$ cat src/rtl/pipe_trace_monitor_pkg.sv
// Shared defaults, the bubble encoding and the per-stage update rule for the
// pipeline trace monitor.
package pipe_trace_monitor_pkg;

    localparam int STAGES_DEF      = 5;
    localparam int IW_DEF          = 32;
    localparam int CW_DEF          = 16;
    localparam int STALL_STAGE_DEF = 1;
    localparam int FLUSH_DEPTH_DEF = 2;

    // A bubble is an all-zero instruction word with its valid flag cleared.
    localparam logic BUBBLE_VALID = 1'b0;

    typedef enum logic [1:0] {
        STG_ADVANCE = 2'd0,
        STG_HOLD    = 2'd1,
        STG_BUBBLE  = 2'd2
    } stage_op_e;

    // Flush kills the young stages first; the stall slot still gets its bubble
    // when it lies beyond the flushed region.
    function automatic stage_op_e stage_op(input int k, input int stall_stage,
                                           input int flush_depth,
                                           input logic stall, input logic flush);
        stage_op_e op;
        if (flush && (k < flush_depth)) begin
            op = STG_BUBBLE;
        end else if (stall && (k == stall_stage + 1)) begin
            op = STG_BUBBLE;
        end else if (stall && !flush && (k <= stall_stage)) begin
            op = STG_HOLD;
        end else begin
            op = STG_ADVANCE;
        end
        return op;
    endfunction

endpackage

$ cat src/rtl/pipe_trace_counter.sv
// Saturating event counter with synchronous clear that beats a same-cycle increment.
module pipe_trace_counter
    import pipe_trace_monitor_pkg::*;
#(
    parameter int CW = CW_DEF
) (
    input  logic          clock,
    input  logic          reset,
    input  logic          clear,
    input  logic          inc,
    output logic [CW-1:0] count
);

    logic [CW-1:0] count_q;
    logic [CW-1:0] count_d;

    always_comb begin
        if (clear) begin
            count_d = '0;
        end else if (inc && (count_q != {CW{1'b1}})) begin
            count_d = count_q + CW'(1);
        end else begin
            count_d = count_q;
        end
    end

    always_ff @(posedge clock or posedge reset) begin
        if (reset) begin
            count_q <= '0;
        end else begin
            count_q <= count_d;
        end
    end

    assign count = count_q;

endmodule

$ cat src/rtl/pipe_trace_monitor.sv
// Shadow pipeline that tracks which instruction sits in each stage, honouring
// stalls and flushes, plus stall/flush/retire event counters.
module pipe_trace_monitor
    import pipe_trace_monitor_pkg::*;
#(
    parameter int STAGES      = STAGES_DEF,
    parameter int IW          = IW_DEF,
    parameter int CW          = CW_DEF,
    parameter int STALL_STAGE = STALL_STAGE_DEF,
    parameter int FLUSH_DEPTH = FLUSH_DEPTH_DEF
) (
    input  logic                 clock,
    input  logic                 reset,
    input  logic [IW-1:0]        if_instr,
    input  logic                 if_valid,
    input  logic                 stall,
    input  logic                 flush,
    input  logic                 cnt_clear,
    output logic [STAGES*IW-1:0] stage_instr,
    output logic [STAGES-1:0]    stage_valid,
    output logic                 retire_valid,
    output logic [IW-1:0]        retire_instr,
    output logic [CW-1:0]        stall_cnt,
    output logic [CW-1:0]        flush_cnt,
    output logic [CW-1:0]        retire_cnt
);

    logic [IW-1:0] fetch_instr_s;
    logic          fetch_valid_s;
    logic [IW-1:0] instr_w [STAGES];
    logic          valid_w [STAGES];

    // Zero words are never real instructions, so they enter as bubbles.
    assign fetch_valid_s = if_valid && (if_instr != '0);
    assign fetch_instr_s = fetch_valid_s ? if_instr : '0;

    for (genvar k = 0; k < STAGES; k++) begin : g_stage
        logic [IW-1:0] instr_q;
        logic [IW-1:0] instr_d;
        logic          valid_q;
        logic          valid_d;
        logic [IW-1:0] up_instr;
        logic          up_valid;
        stage_op_e     op;

        if (k == 0) begin : g_head
            assign up_instr = fetch_instr_s;
            assign up_valid = fetch_valid_s;
        end else begin : g_body
            assign up_instr = instr_w[k-1];
            assign up_valid = valid_w[k-1];
        end

        always_comb begin
            op = stage_op(k, STALL_STAGE, FLUSH_DEPTH, stall, flush);
            case (op)
                STG_ADVANCE: begin
                    instr_d = up_instr;
                    valid_d = up_valid;
                end
                STG_HOLD: begin
                    instr_d = instr_q;
                    valid_d = valid_q;
                end
                STG_BUBBLE: begin
                    instr_d = '0;
                    valid_d = BUBBLE_VALID;
                end
                default: begin
                    instr_d = '0;
                    valid_d = BUBBLE_VALID;
                end
            endcase
        end

        always_ff @(posedge clock or posedge reset) begin
            if (reset) begin
                instr_q <= '0;
                valid_q <= 1'b0;
            end else begin
                instr_q <= instr_d;
                valid_q <= valid_d;
            end
        end

        assign instr_w[k]               = instr_q;
        assign valid_w[k]               = valid_q;
        assign stage_instr[k*IW +: IW]  = instr_q;
        assign stage_valid[k]           = valid_q;
    end

    assign retire_valid = valid_w[STAGES-1];
    assign retire_instr = instr_w[STAGES-1];

    pipe_trace_counter #(.CW(CW)) u_stall_cnt (
        .clock (clock),
        .reset (reset),
        .clear (cnt_clear),
        .inc   (stall),
        .count (stall_cnt)
    );

    pipe_trace_counter #(.CW(CW)) u_flush_cnt (
        .clock (clock),
        .reset (reset),
        .clear (cnt_clear),
        .inc   (flush),
        .count (flush_cnt)
    );

    pipe_trace_counter #(.CW(CW)) u_retire_cnt (
        .clock (clock),
        .reset (reset),
        .clear (cnt_clear),
        .inc   (retire_valid),
        .count (retire_cnt)
    );

endmodule
$ cat config.mk
export PLATFORM = sky130hd
export DESIGN_NAME = pipe_trace_monitor
export DESIGN_NICKNAME = d
export VERILOG_FILES = /design/src/rtl/pipe_trace_monitor_pkg.sv /design/src/rtl/pipe_trace_counter.sv /design/src/rtl/pipe_trace_monitor.sv
export SDC_FILE = /design/constraint.sdc
export NUM_CORES = 1
export LEC_CHECK = 0
export ABC_AREA = 1
export CORE_MARGIN = 2
export CORE_UTILIZATION = 42
export CTS_CLUSTER_SIZE = 28
export DETAILED_ROUTE_END_ITERATION = 7
export PLACE_DENSITY = 0.85
export SETUP_SLACK_MARGIN = 0.3
export SLEW_MARGIN = 20
export SYNTH_ARGS = -nofsm -noshare
export SYNTH_HDL_FRONTEND = slang
export SYNTH_SLANG_ARGS = --single-unit
$ cat constraint.sdc
create_clock -name clock -period 10.5 [get_ports clock]
set_input_delay 1.05 -clock clock [delete_from_list [all_inputs] [get_ports clock]]
set_output_delay 1.05 -clock clock [all_outputs]
set_load 0.03 [all_outputs]
==> results of run 1 <==
layout by cell type, fill, tap and decap left out, types with 13 or more instances in the layout:
cell	synthesis	routed
dfrtp_1	213	213
clkbuf_16	0	25
nand2_1	236	236
nand4_1	42	42
xor2_1	13	13
inv_1	66	65
clkdlybuf4s50_1	0	282
o21ai_0	29	29
nor2_1	107	106
nand3_1	95	95
flip-flops by register name, indices dropped and copies added, names as in the netlist:
register            flops
retire_valid            1
retire_instr           32
u_flush_cnt.count      16
g_stage.valid_q         4
g_stage.instr_q       128
u_retire_cnt.count     16
u_stall_cnt.count      16
final timing paths:
kind	cells after the start	end	start
max	6	u_flush_cnt.count[5]	flush
max reg2reg	8	u_stall_cnt.count[3]	u_stall_cnt.count[0]
max in group asynchronous	4	g_stage[0].instr_q[10]	reset
min	0	retire_instr[31]	g_stage[3].instr_q[31]
min in group asynchronous	2	g_stage[2].instr_q[12]	reset
min reg2reg	0	retire_instr[31]	g_stage[3].instr_q[31]
cell type report:
type	count	area, sq um
Timing Repair Buffer	286	2850
Multi-Input combinational cell	566	2620
Clock inverter	11	144
Tap cell	270	338
Sequential cell	213	5330
Inverter	73	282
Fill cell	1625	7970
Clock buffer	33	696
per-stage QoR:
stage                     std cells  power, W   util  area [sq um]
final                          1452   0.00186  0.606         12300
after global routing           1452   0.00192  0.606         12300
after CTS                      1452   0.00187  0.606         12300
after detailed placement       1408  0.000994  0.565         11400
after global placement         1408  0.000992  0.564         11400
after floorplan                 922  0.000933      -          8650
layer usage:
layer,GRT usage,up-vias,part of all wire
met1,0.284,3674,0.37
li1,-,3398,-
met2,0.381,366,0.50
met5,0,-,0
met4,0.0697,0,0.030
met3,0.0645,54,0.096
cell families (layout without fill, tap and decap cells):
group	Yosys count	after routing	share of synthesized area
flip-flops	213	213	0.616
buffers and inverters	143	403	0.0813
AO/OA/AOI/OAI	47	47	0.0297
adder cells (fa/ha/maj)	3	3	0.00434
XOR/XNOR	13	13	0.0132
AND/OR/NAND/NOR	503	503	0.255
power by group:
part | internal [W] | total (W) | switching (W) | leakage [nW]
Combinational | 0.0000451 | 0.000133 | 0.0000884 | 2.25
Clock | 0.000539 | 0.000876 | 0.000338 | 0.406
Sequential | 0.000834 | 0.000846 | 0.0000119 | 2.95
Total | 0.00142 | 0.00186 | 0.000438 | 5.61
==> run summary, run 1 <==
Site Rows -> 52
VDD IR max -> 0.113 mV
fraction of registers with async set or reset after synthesis -> 1.00
worst slew pin tran -> 1100 ps
GRT Overall Usage -> 0.226
Core Region -> 20200 sq um
vias per inst -> 5.16
top cells by count, synth -> nand2_1 (236), dfrtp_1 (213), nor2_1 (107), nand3_1 (95), inv_1 (66)
register bit total from synthesis -> 213
antenna-violating nets left -> 0
Num CTS Buffers -> 24
# hold bufs at CTS -> 0
final worst slack -> 7400 ps
RSZ-0062 raised after global routing -> false
count leader, synth -> nand2_1
Synth area leader -> dfrtp_1
critical path class -> in -> reg
die area -> 21800 sq um
Avg WL per Cell -> 17.1 um
PortBufs -> 283
first-pass GRT wire length -> 39400 um
Critical Path RT -> 10890 ps
WL final -> 24900 um
max-cap violations -> 0
setup slack after placement -> 6880 ps
largest net degree at the start of global routing -> 106
initial antenna violation count -> 0
Post-synth top flop -> dfrtp_1
worst hold slack -> 369 ps
Gate Count Post-Synth -> 922
worst skew pair latency -> 510 ps
Mapped Nets -> 963
Top Family by Delay on Critical Path -> buffers and inverters
CTS clock-pin slew for the worst setup and hold paths -> 60 ps
Bufs on Longest Clock Path -> 3
Startpoint Class -> primary input
Worst Path Max Fanout -> 34
Leakage -> 5.61 nW
Area growth, synth to finish -> 41.8%
ratio of cells with drive above 1 in the final layout -> 0.0601
fmax -> 0.323 GHz
P per Cell Area -> 151 nW/um^2
total grt overflow -> 0
slowest cell delay on critical path -> 860 ps
I/O pin total -> 284
Final Hold Vio Count -> 0
status -> complete, no violations
Die Wd -> 148 um
Ys Warns -> 0
Final TNS setup -> 0 ps
Die H -> 148 um
CTS tree -> yes
DRT Pass-1 Iters -> 5
worst reg2reg setup slack -> 8420 ps
Critical path buffers and inverters -> 2
PostCTS Resize Cnt -> 0
# DRC -> 0
nets -> 1205
Slew Viols, Final -> 0
Seq/Total Area, Yosys -> 0.616
drt initial violations -> 456
EDFF count, synth -> 0
Final setup viols -> 0
Post-CTS Setup Repair Bufs -> 0
Arr. time, crit path -> 3490 ps
Yosys cell types -> 26
Ant. Diodes -> 0
top cells by area in the synthesized netlist -> dfrtp_1 (62%), nand2_1 (10%), nand3_1 (5.5%)
CTS H-tree depth -> 1
slew margin rel. -> 0.262
HPWL after DPL -> 17000 um
post-synth top area share -> 0.616
Final GP Congestion -> 0.887
Mean Syn Cell Area -> 9.38 sq um
DR vias -> 7492
Root Buffer -> clkbuf_16
CP Cell Sequence -> clkdlybuf4s50_1 > clkinv_1 > nor2_4 > nor2_4 > nand2_1 > nand2_1
Final period util -> 0.295
Post-Syn Area -> 8650 sq um
vias in the first global route -> 7281
fin crit period -> 3100 ps
CTS Sinks -> 213
HP Class -> reg -> reg
Worst Setup End Kind -> flop
clock skew -> 12.9 ps
starting density of the core -> 0.427
slowest CP cell -> clkinv_1
Power figures use the tool's default switching activity.
==> run 2, diff against run 1 <==
- PLACE_DENSITY: 0.85 -> 0.88
- clock period: 10.5 -> 2.5 ns (I/O delays scaled with it)
==> run summary, run 2 (synthesis results as in run 1) <==
WL final -> 24600 um (-0.96%)
commonest non-fill, non-tap cell in the layout -> clkdlybuf4s50_1
Worst Setup SP -> u_stall_cnt.count[0]
Worst Setup End Kind -> flop
DR vias -> 7449 (-0.57%)
first-pass GRT wire length -> 39000 um (-1.0%)
worst reg2reg setup slack -> 400 ps (-8020 ps)
max FFs per register -> 128 (unchanged)
CTS tree -> yes
CP Depth -> 8 (+2)
RSZ-0062 raised after global routing -> false
Core Region -> 20200 sq um (unchanged)
slowest cell delay on critical path -> 580 ps (-280 ps)
Final GP Congestion -> 0.908 (+2.4%)
status -> complete, no violations
I/O pin total -> 284 (unchanged)
# hold bufs at CTS -> 0 (unchanged)
FF-to-FF End -> u_stall_cnt.count[2]
Final setup viols -> 0 (unchanged)
cells on worst reg2reg path -> 8 (unchanged)
vias per inst -> 5.09 (-1.3%)
P per Cell Area -> 649 nW/um^2 (+330%)
DRT Pass-1 Iters -> 5 (unchanged)
Startpoint Class -> flop
Avg WL per Cell -> 16.8 um (-1.7%)
Num CTS Buffers -> 23 (-4.2%)
# DRC -> 0 (unchanged)
HPWL after DPL -> 17400 um (+2.6%)
Top Family by Delay on Critical Path -> simple AND/OR/NAND/NOR gates
Worst R2R Start -> u_stall_cnt.count[0]
Arr. time, crit path -> 2530 ps (-960 ps)
fmax -> 0.476 GHz
PortBufs -> 283 (unchanged)
most frequent cells in the layout -> clkdlybuf4s50_1 (282), nand2_1 (236), dfrtp_1 (213)
worst skew pair latency -> 510 ps (about the same)
vias in the first global route -> 7188 (-1.3%)
drt initial violations -> 469 (+2.9%)
Critical path buffers and inverters -> 0 (-2)
slew margin rel. -> 0.490 (+0.229)
Slew Viols, Final -> 0 (unchanged)
Root Buffer -> clkbuf_16
total grt overflow -> 0 (unchanged)
largest net degree at the start of global routing -> 63 (-41%)
die area -> 21800 sq um (unchanged)
Area growth, synth to finish -> 43.9%
Site Rows -> 52 (unchanged)
fin crit period -> 2100 ps
ratio of cells with drive above 1 in the final layout -> 0.0687 (+0.00867)
CTS clock-pin slew for the worst setup and hold paths -> 60 ps (about the same)
Final Hold Vio Count -> 0 (unchanged)
critical path class -> reg -> reg
crit path to -> u_stall_cnt.count[2]
slowest CP cell -> nor2_1
PostCTS Resize Cnt -> 0 (unchanged)
GRT Overall Usage -> 0.223 (-0.00276)
HP Class -> in -> reg
max-cap violations -> 0 (unchanged)
initial antenna violation count -> 0 (unchanged)
Ant. Diodes -> 0 (unchanged)
Post-CTS Setup Repair Bufs -> 0 (unchanged)
worst slew pin tran -> 762 ps (-343 ps)
Bufs on Longest Clock Path -> 3 (unchanged)
clock skew -> 9.80 ps (-3.09 ps)
Final TNS setup -> 0 ps (unchanged)
Top reg by flops -> g_stage.instr_q
CTS Sinks -> 213 (unchanged)
Leakage -> 5.70 nW (+1.6%)
Layout Utilization -> 0.615 (+0.00891)
Final period util -> 0.840
CTS H-tree depth -> 1 (unchanged)
nets -> 1217 (+1.0%)
Die H -> 148 um (unchanged)
VDD IR max -> 0.602 mV (+430%)
Worst Path Max Fanout -> 12 (-65%)
Die Wd -> 148 um (unchanged)
Critical Path RT -> 2930 ps (-7960 ps)
antenna-violating nets left -> 0 (unchanged)
CP Cell Sequence -> ha_1 > nand2_1 > nor2_1 > nand2_1 > nor2_1 > nor2_1 > nand4_1 > nand2_1
starting density of the core -> 0.427 (unchanged)
## run 2: cell count changes in the layout (fill, tap and decap cells not counted), sizes merged
cell and change:
inv -1, clkbuf -2, buf +13, bufinv +4, clkinv -3
## run 2: area by class of cell
| cell class | count | area (sq um) |
|---|---|---|
| clock inverter | 11 | 243 |
| tap | 270 | 338 |
| inverter | 73 | 278 |
| multi-input combinational | 566 | 2620 |
| fill | 1537 | 7790 |
| timing repair buffer | 299 | 2990 |
| sequential | 213 | 5330 |
| clock buffer | 31 | 646 |
## run 2: report_power, final
part | total [W] | leakage [nW] | switching [W] | internal, W
logic | 0.000583 | 2.32 | 0.000376 | 0.000207
registers | 0.00355 | 2.95 | 0.0000481 | 0.00350
clock network | 0.00394 | 0.425 | 0.00140 | 0.00254
## run 2: how the worst min path moves through the flow
stage | cells past startpoint | startpoint | slack (ps) | to
finish | 4 | stall | 150 | g_stage[1].valid_q
global route | 4 | stall | 180 | g_stage[1].valid_q
global placement | 0 | g_stage[2].instr_q[0] | 360 | g_stage[3].instr_q[0]
CTS | 4 | stall | 140 | g_stage[1].valid_q
detailed placement | 0 | g_stage[3].instr_q[4] | 360 | retire_instr[4]
floorplan | 0 | g_stage[2].valid_q | 350 | g_stage[3].valid_q
## run 2: stage by stage
step	power [W]	area [sq um]	setup slack, ps	hold WS [ps]	cells
6_report	0.00807	12400	401	153	1463
5_1_grt	0.00833	12400	354	182	1463
4_1_cts	0.00813	12400	480	143	1463
3_5_place_dp	0.00419	11600	483	359	1421
3_3_place_gp	0.00418	11500	317	356	1421
2_1_floorplan	0.00392	8650	-520	355	922
## run 2: worst register-to-register path, stage by stage, from the launching register on
cell and delay (ps):
dfrtp_1 450, ha_1 260, nand2_1 110, nor2_1 60, nand2_1 140, nor2_1 80, nor2_1 590, nand4_1 200
nand2_1 140
## run 2: routing by layer
| metal | global-route usage | routed length [um] | vias to the layer above |
|---|---|---|---|
| met1 | 0.278 | 9360 | 3589 |
| li1 | - | - | 3436 |
| met3 | 0.0639 | 2260 | 57 |
| met5 | 0 | 0 | - |
| met2 | 0.377 | 12100 | 367 |
| met4 | 0.0731 | 889 | 0 |
